===== src/rtl/ex_muldiv.sv =====
// Iterative multiply/divide unit for the EX stage. It runs one shift-add or shift-subtract
// step per clock and holds the result in HI/LO until the next operation completes.
module ex_muldiv #(
  parameter int WIDTH = 32
) (
  input  logic             clk,
  input  logic             rst,
  input  logic             start,
  input  logic [1:0]       op,
  input  logic [WIDTH-1:0] rs_data,
  input  logic [WIDTH-1:0] rt_data,
  output logic             busy,
  output logic             stall,
  output logic             done,
  output logic             div_by_zero,
  output logic [WIDTH-1:0] hi,
  output logic [WIDTH-1:0] lo
);

  // state | meaning
  // IDLE  | waiting for start; operands are latched on the start edge
  // RUN   | one multiply/divide iteration per clock, WIDTH clocks total
  // FIX   | signed fix-up; hi/lo are written on the edge leaving this state
  // DONE  | done pulse (and div_by_zero when flagged)
  typedef enum logic [1:0] {IDLE, RUN, FIX, DONE} state_t;

  localparam int CW = (WIDTH > 1) ? $clog2(WIDTH) : 1;

  state_t                 state, state_nxt;
  logic [CW-1:0]          cnt;
  logic                   is_div, neg_q, neg_r, div0;
  logic [WIDTH-1:0]       opb;
  logic [2*WIDTH-1:0]     acc;

  logic                   rs_neg, rt_neg, div_zero_req;
  logic [WIDTH-1:0]       rs_abs, rt_abs;
  logic [WIDTH:0]         mul_sum, div_shift, div_diff;
  logic [2*WIDTH-1:0]     mul_step, div_step, prod_neg;
  logic [WIDTH-1:0]       res_hi, res_lo;

  // Unsigned ops (op[0]=1) never negate; abs(most-negative) wraps to itself and is used unsigned.
  assign rs_neg       = ~op[0] & rs_data[WIDTH-1];
  assign rt_neg       = ~op[0] & rt_data[WIDTH-1];
  assign rs_abs       = rs_neg ? -rs_data : rs_data;
  assign rt_abs       = rt_neg ? -rt_data : rt_data;
  assign div_zero_req = op[1] & (rt_data == '0);

  // acc = {partial product high, multiplier shifting out} or {remainder, dividend/quotient}
  assign mul_sum   = {1'b0, acc[2*WIDTH-1:WIDTH]} + {1'b0, (acc[0] ? opb : '0)};
  assign mul_step  = {mul_sum, acc[WIDTH-1:1]};
  assign div_shift = {acc[2*WIDTH-1:WIDTH], acc[WIDTH-1]};
  assign div_diff  = div_shift - {1'b0, opb};
  assign div_step  = div_diff[WIDTH] ? {div_shift[WIDTH-1:0], acc[WIDTH-2:0], 1'b0}
                                     : {div_diff[WIDTH-1:0],  acc[WIDTH-2:0], 1'b1};

  assign prod_neg = -acc;
  always_comb begin
    res_hi = acc[2*WIDTH-1:WIDTH];
    res_lo = acc[WIDTH-1:0];
    if (is_div) begin
      if (neg_r) res_hi = -acc[2*WIDTH-1:WIDTH];
      if (neg_q) res_lo = -acc[WIDTH-1:0];
    end else if (neg_q) begin
      res_hi = prod_neg[2*WIDTH-1:WIDTH];
      res_lo = prod_neg[WIDTH-1:0];
    end
  end

  always_ff @(posedge clk or posedge rst) begin
    if (rst) state <= IDLE;
    else     state <= state_nxt;
  end

  always_comb begin
    state_nxt = state;
    case (state)
      IDLE:    if (start) state_nxt = div_zero_req ? DONE : RUN;
      RUN:     if (cnt == '0) state_nxt = FIX;
      FIX:     state_nxt = DONE;
      DONE:    state_nxt = IDLE;
      default: state_nxt = IDLE;
    endcase
  end

  always_comb begin
    busy        = (state != IDLE);
    stall       = ((state == IDLE) && start) || (state == RUN) || (state == FIX);
    done        = (state == DONE);
    div_by_zero = (state == DONE) && div0;
  end

  always_ff @(posedge clk or posedge rst) begin
    if (rst) begin
      cnt    <= '0;
      is_div <= 1'b0;
      neg_q  <= 1'b0;
      neg_r  <= 1'b0;
      div0   <= 1'b0;
      opb    <= '0;
      acc    <= '0;
      hi     <= '0;
      lo     <= '0;
    end else begin
      case (state)
        IDLE: if (start) begin
          is_div <= op[1];
          div0   <= div_zero_req;
          neg_q  <= rs_neg ^ rt_neg;
          neg_r  <= rs_neg;
          opb    <= rt_abs;
          acc    <= {{WIDTH{1'b0}}, rs_abs};
          cnt    <= CW'(WIDTH - 1);
        end
        RUN: begin
          acc <= is_div ? div_step : mul_step;
          cnt <= cnt - 1'b1;
        end
        FIX: begin
          hi <= res_hi;
          lo <= res_lo;
        end
        default: ;
      endcase
    end
  end

endmodule


===== config.mk =====
export PLATFORM = sky130hd
export DESIGN_NAME = ex_muldiv
export DESIGN_NICKNAME = d
export VERILOG_FILES = /design/src/rtl/ex_muldiv.sv
export SDC_FILE = /design/constraint.sdc
export NUM_CORES = 1
export LEC_CHECK = 0
export ABC_CLOCK_PERIOD_IN_PS = 9440
export BUFFER_PORTS_ARGS = -buffer_cell sky130_fd_sc_hd__buf_2
export CELL_PAD_IN_SITES_DETAIL_PLACEMENT = 0
export CELL_PAD_IN_SITES_GLOBAL_PLACEMENT = 1
export CORE_MARGIN = 5
export CORE_UTILIZATION = 49
export DETAILED_ROUTE_END_ITERATION = 6
export GPL_TIMING_DRIVEN = 1
export PLACE_DENSITY_LB_ADDON = 0.3
export SLEW_MARGIN = 20
export SYNTH_ARGS = -nofsm -noshare
export SYNTH_HDL_FRONTEND = slang
export SYNTH_SLANG_ARGS = --single-unit

===== constraint.sdc =====
create_clock -name clk -period 9.44 [get_ports clk]
set_clock_uncertainty 0.05 [all_clocks]
set_input_delay 0.472 -clock clk [delete_from_list [all_inputs] [get_ports clk]]
set_output_delay 0.472 -clock clk [all_outputs]
set_load 0.05 [all_outputs]

==> impl_results.md <==
* Status: finished, final reports clean
* Num CTS Buffers at 17
* DIE AREA at 0.03168 mm2
* VDD IR max at 0.1763 mV
* Total I/O pin count at 137
* Hpwl dp at 32.13 mm
* Row count at 61
* Grt total ovfl at 0
* Grt met3 use at 3.667%
* Fin. Hold Viols at 0
* Placer Congestion at 0.9538
* Global-route wire length before repair at 66.99 mm
* Gr usage total at 26.57%
* Syn_nets at 1,874
* Syn_area_per_cell at 7.997 um2
* CTS Hold Bufs at 0
* Initial antenna violation count at 0
* Max-cap viol count at 0
* N_diodes at 0
* R2R depth at 12
* Mapped Area at 0.01383 mm2
* Worst skew pair latency at 0.44 ns
* Largest net degree at the start of global routing at 110
* Ys flop type: dfrtp_1
* Drt pass-1 iters at 5
* CTS tree: done
* Register area at 0.004280 mm2
* CTS max path bufs at 2
* Footprint of the multi-input gates at 0.008920 mm2
* Post-CTS Setup Bufs at 0
* DRC at 0
* Tot Pwr at 6.179 mW
* Worst reg2reg setup slack at 5.21 ns
* Number of synthesized flops with an enable pin at 0
* WP data required at 9.70 ns
* Top cells by area, synth: dfrtp_1, ha_1, o21ai_0, a21oi_1, xnor2_1
* Fill cells at 2,660
* CP arrival at 4.49 ns
* Final Max Slew Viols at 0
* P_leak at 6.832 nW
* Met2 Resource Use GR at 40.42%
* DR WL/cell at 19.03 um
* Via/cell ratio at 5.819
* Max Fclk at 236.4 MHz
* Routed WL at 41.80 mm
* Antenna-violating nets left at 0
* Slew margin rel. at 31.43%
* CP endpoint kind: register
* Layout cells sized above 1 at 12.42%
* Die Width at 178.0 um
* M1 GR Usage at 39.47%
* Initial Utilization at 49.63%
* Worst setup path category: reg2reg
* Pwr Density at 401.3 mW/mm2
* Resize count post-CTS at 0
* Reg-to-Reg End: acc[63]
* Htree depth at 4
* Busiest layer in global routing: met2
* Vias in the first global route at 12,232
* CTS root buf: clkbuf_16
* Fin crit period at 4.230 ns
* Cell variety after synth at 80
* Final Net Count at 1,952
* Commonest non-fill, non-tap cell in the layout: nand2_1
* PortBufs at 136
* Vias at 12,784
* Post-synth top area cell: dfrtp_1
* DIE HEIGHT at 178.0 um
* Worst slew pin tran at 1.027 ns
* Final setup vio count at 0
* YS warnings at 0
* Final worst path period share at 44.81%
* CTS sink cnt at 171
* DRT iter0 DRCs at 924
* Async SR Flop Fraction at 100.0%
* #FFs+latches synth at 171
* Cells after Synth at 1,729
* Startpoint Class: register
* Leading cell types in the layout, fill and taps excluded: nand2_1, nor2_1, dfrtp_1, o21ai_0, a21oi_1
* Worst-path clk slew at 0.08 ns
* Post-synth top area share at 30.95%
* TNS Setup at 0 ns
* Core Box Area at 0.02786 mm2
* Register area share after synthesis at 30.95%
* Hold Path Class: in2async
* Max Fanout on Critical Path at 31
* Synthesis-to-finish area growth at 11.36%
* R2R Path Start: acc[0]
* Setup repair after global routing missed its margin: false
## routing by layer
layer / routed length (um) / part of all wire, %
met1: 20510 / 49
met5: 0 / 0
met3: 2400 / 5.7
met4: 874 / 2.1
met2: 18020 / 43
## worst max-delay path: stages, from the launching register on
cell      delay [ns]
dfrtp_1         0.44
inv_1           0.76
nor2_1          0.14
ha_1            0.42
and3_1          0.22
a221o_1         0.38
a221oi_1        0.28
o21ai_1         0.18
o221ai_1        0.61
nor3_1          0.16
o21ai_0         0.21
a31o_2          0.17
o21ai_1         0.06
## power breakdown
| part | switching, mW | total, mW | internal (mW) |
|---|---|---|---|
| clock | 0.344 | 0.794 | 0.450 |
| combinational | 2.56 | 3.92 | 1.37 |
| sequential | 0.391 | 1.46 | 1.07 |
| total | 3.29 | 6.18 | 2.89 |
## layout make-up
cell class / instances / area share [%]
timing repair buffer: 151 / 5.152
inverter: 77 / 1.926
multi-input combinational: 1389 / 57.93
tap: 378 / 3.072
clock buffer: 18 / 2.787
clock inverter: 13 / 1.333
sequential: 171 / 27.80
## cells by family (layout without fill, tap and decap cells)
kind of cell               Yosys count  in the layout  share of synthesized area, %
muxes                               71             71                         5.312
AOI/OAI and AO/OA                  523            523                         22.71
xor gates and xnor gates           173            173                         10.96
DFF                                171            171                         30.95
and+or+nand+nor                    546            546                         18.28
buffers and inverters              169            259                         4.805
adders and majority gates           76             76                         6.986
## worst max path at each step
stage	from	end
after floorplan	rst	acc[0]
after global placement	acc[0]	acc[63]
after detailed placement	acc[0]	acc[63]
after CTS	acc[0]	acc[63]
after global routing	acc[0]	acc[63]
final	acc[0]	acc[63]
## registers in the layout, summed over array words and instances (netlist names)
name and flops:
acc 64, hi 32, lo 32, opb 32
cnt 5, state 2, div0 1, is_div 1
neg_q 1, neg_r 1
## through the flow
step | util, % | std cells | worst slack, ns | hold WS [ns] | instance area, um2
3_3_place_gp | 52.98 | 2166 | 5.377 | 0.4105 | 14760
2_1_floorplan | - | 1729 | 4.286 | 0.3918 | 13830
3_5_place_dp | 52.98 | 2166 | 5.289 | 0.4216 | 14760
5_1_grt | 55.27 | 2197 | 4.898 | 0.1859 | 15400
4_1_cts | 55.25 | 2197 | 5.235 | 0.2353 | 15390
6_report | 55.27 | 2197 | 5.210 | 0.1346 | 15400
## synthesized netlist by cell type, types with 7 or more instances
cell type and instances:
a22oi_1 18, o21ai_1 14, o31ai_1 25, nand2b_1 16, mux2_2 15, or4_1 11, and2_1 10, or3_1 17
nand3_1 23, nor2b_1 14, a211oi_1 7, nand4_1 11, o211ai_1 11, o221ai_1 7, dfrtp_1 171, mux2i_1 55
xnor2_1 92, nor3_1 22, nand2_1 187, o41ai_1 14, inv_1 76, ha_1 74, a21oi_1 162, a31oi_1 16
and3_1 8, o21a_1 11, nor2_1 180, a21o_1 28, xor2_1 81, nor4_1 18, o21ai_0 165, clkbuf_1 84
Note: power is estimated with default switching activity, not from simulation.
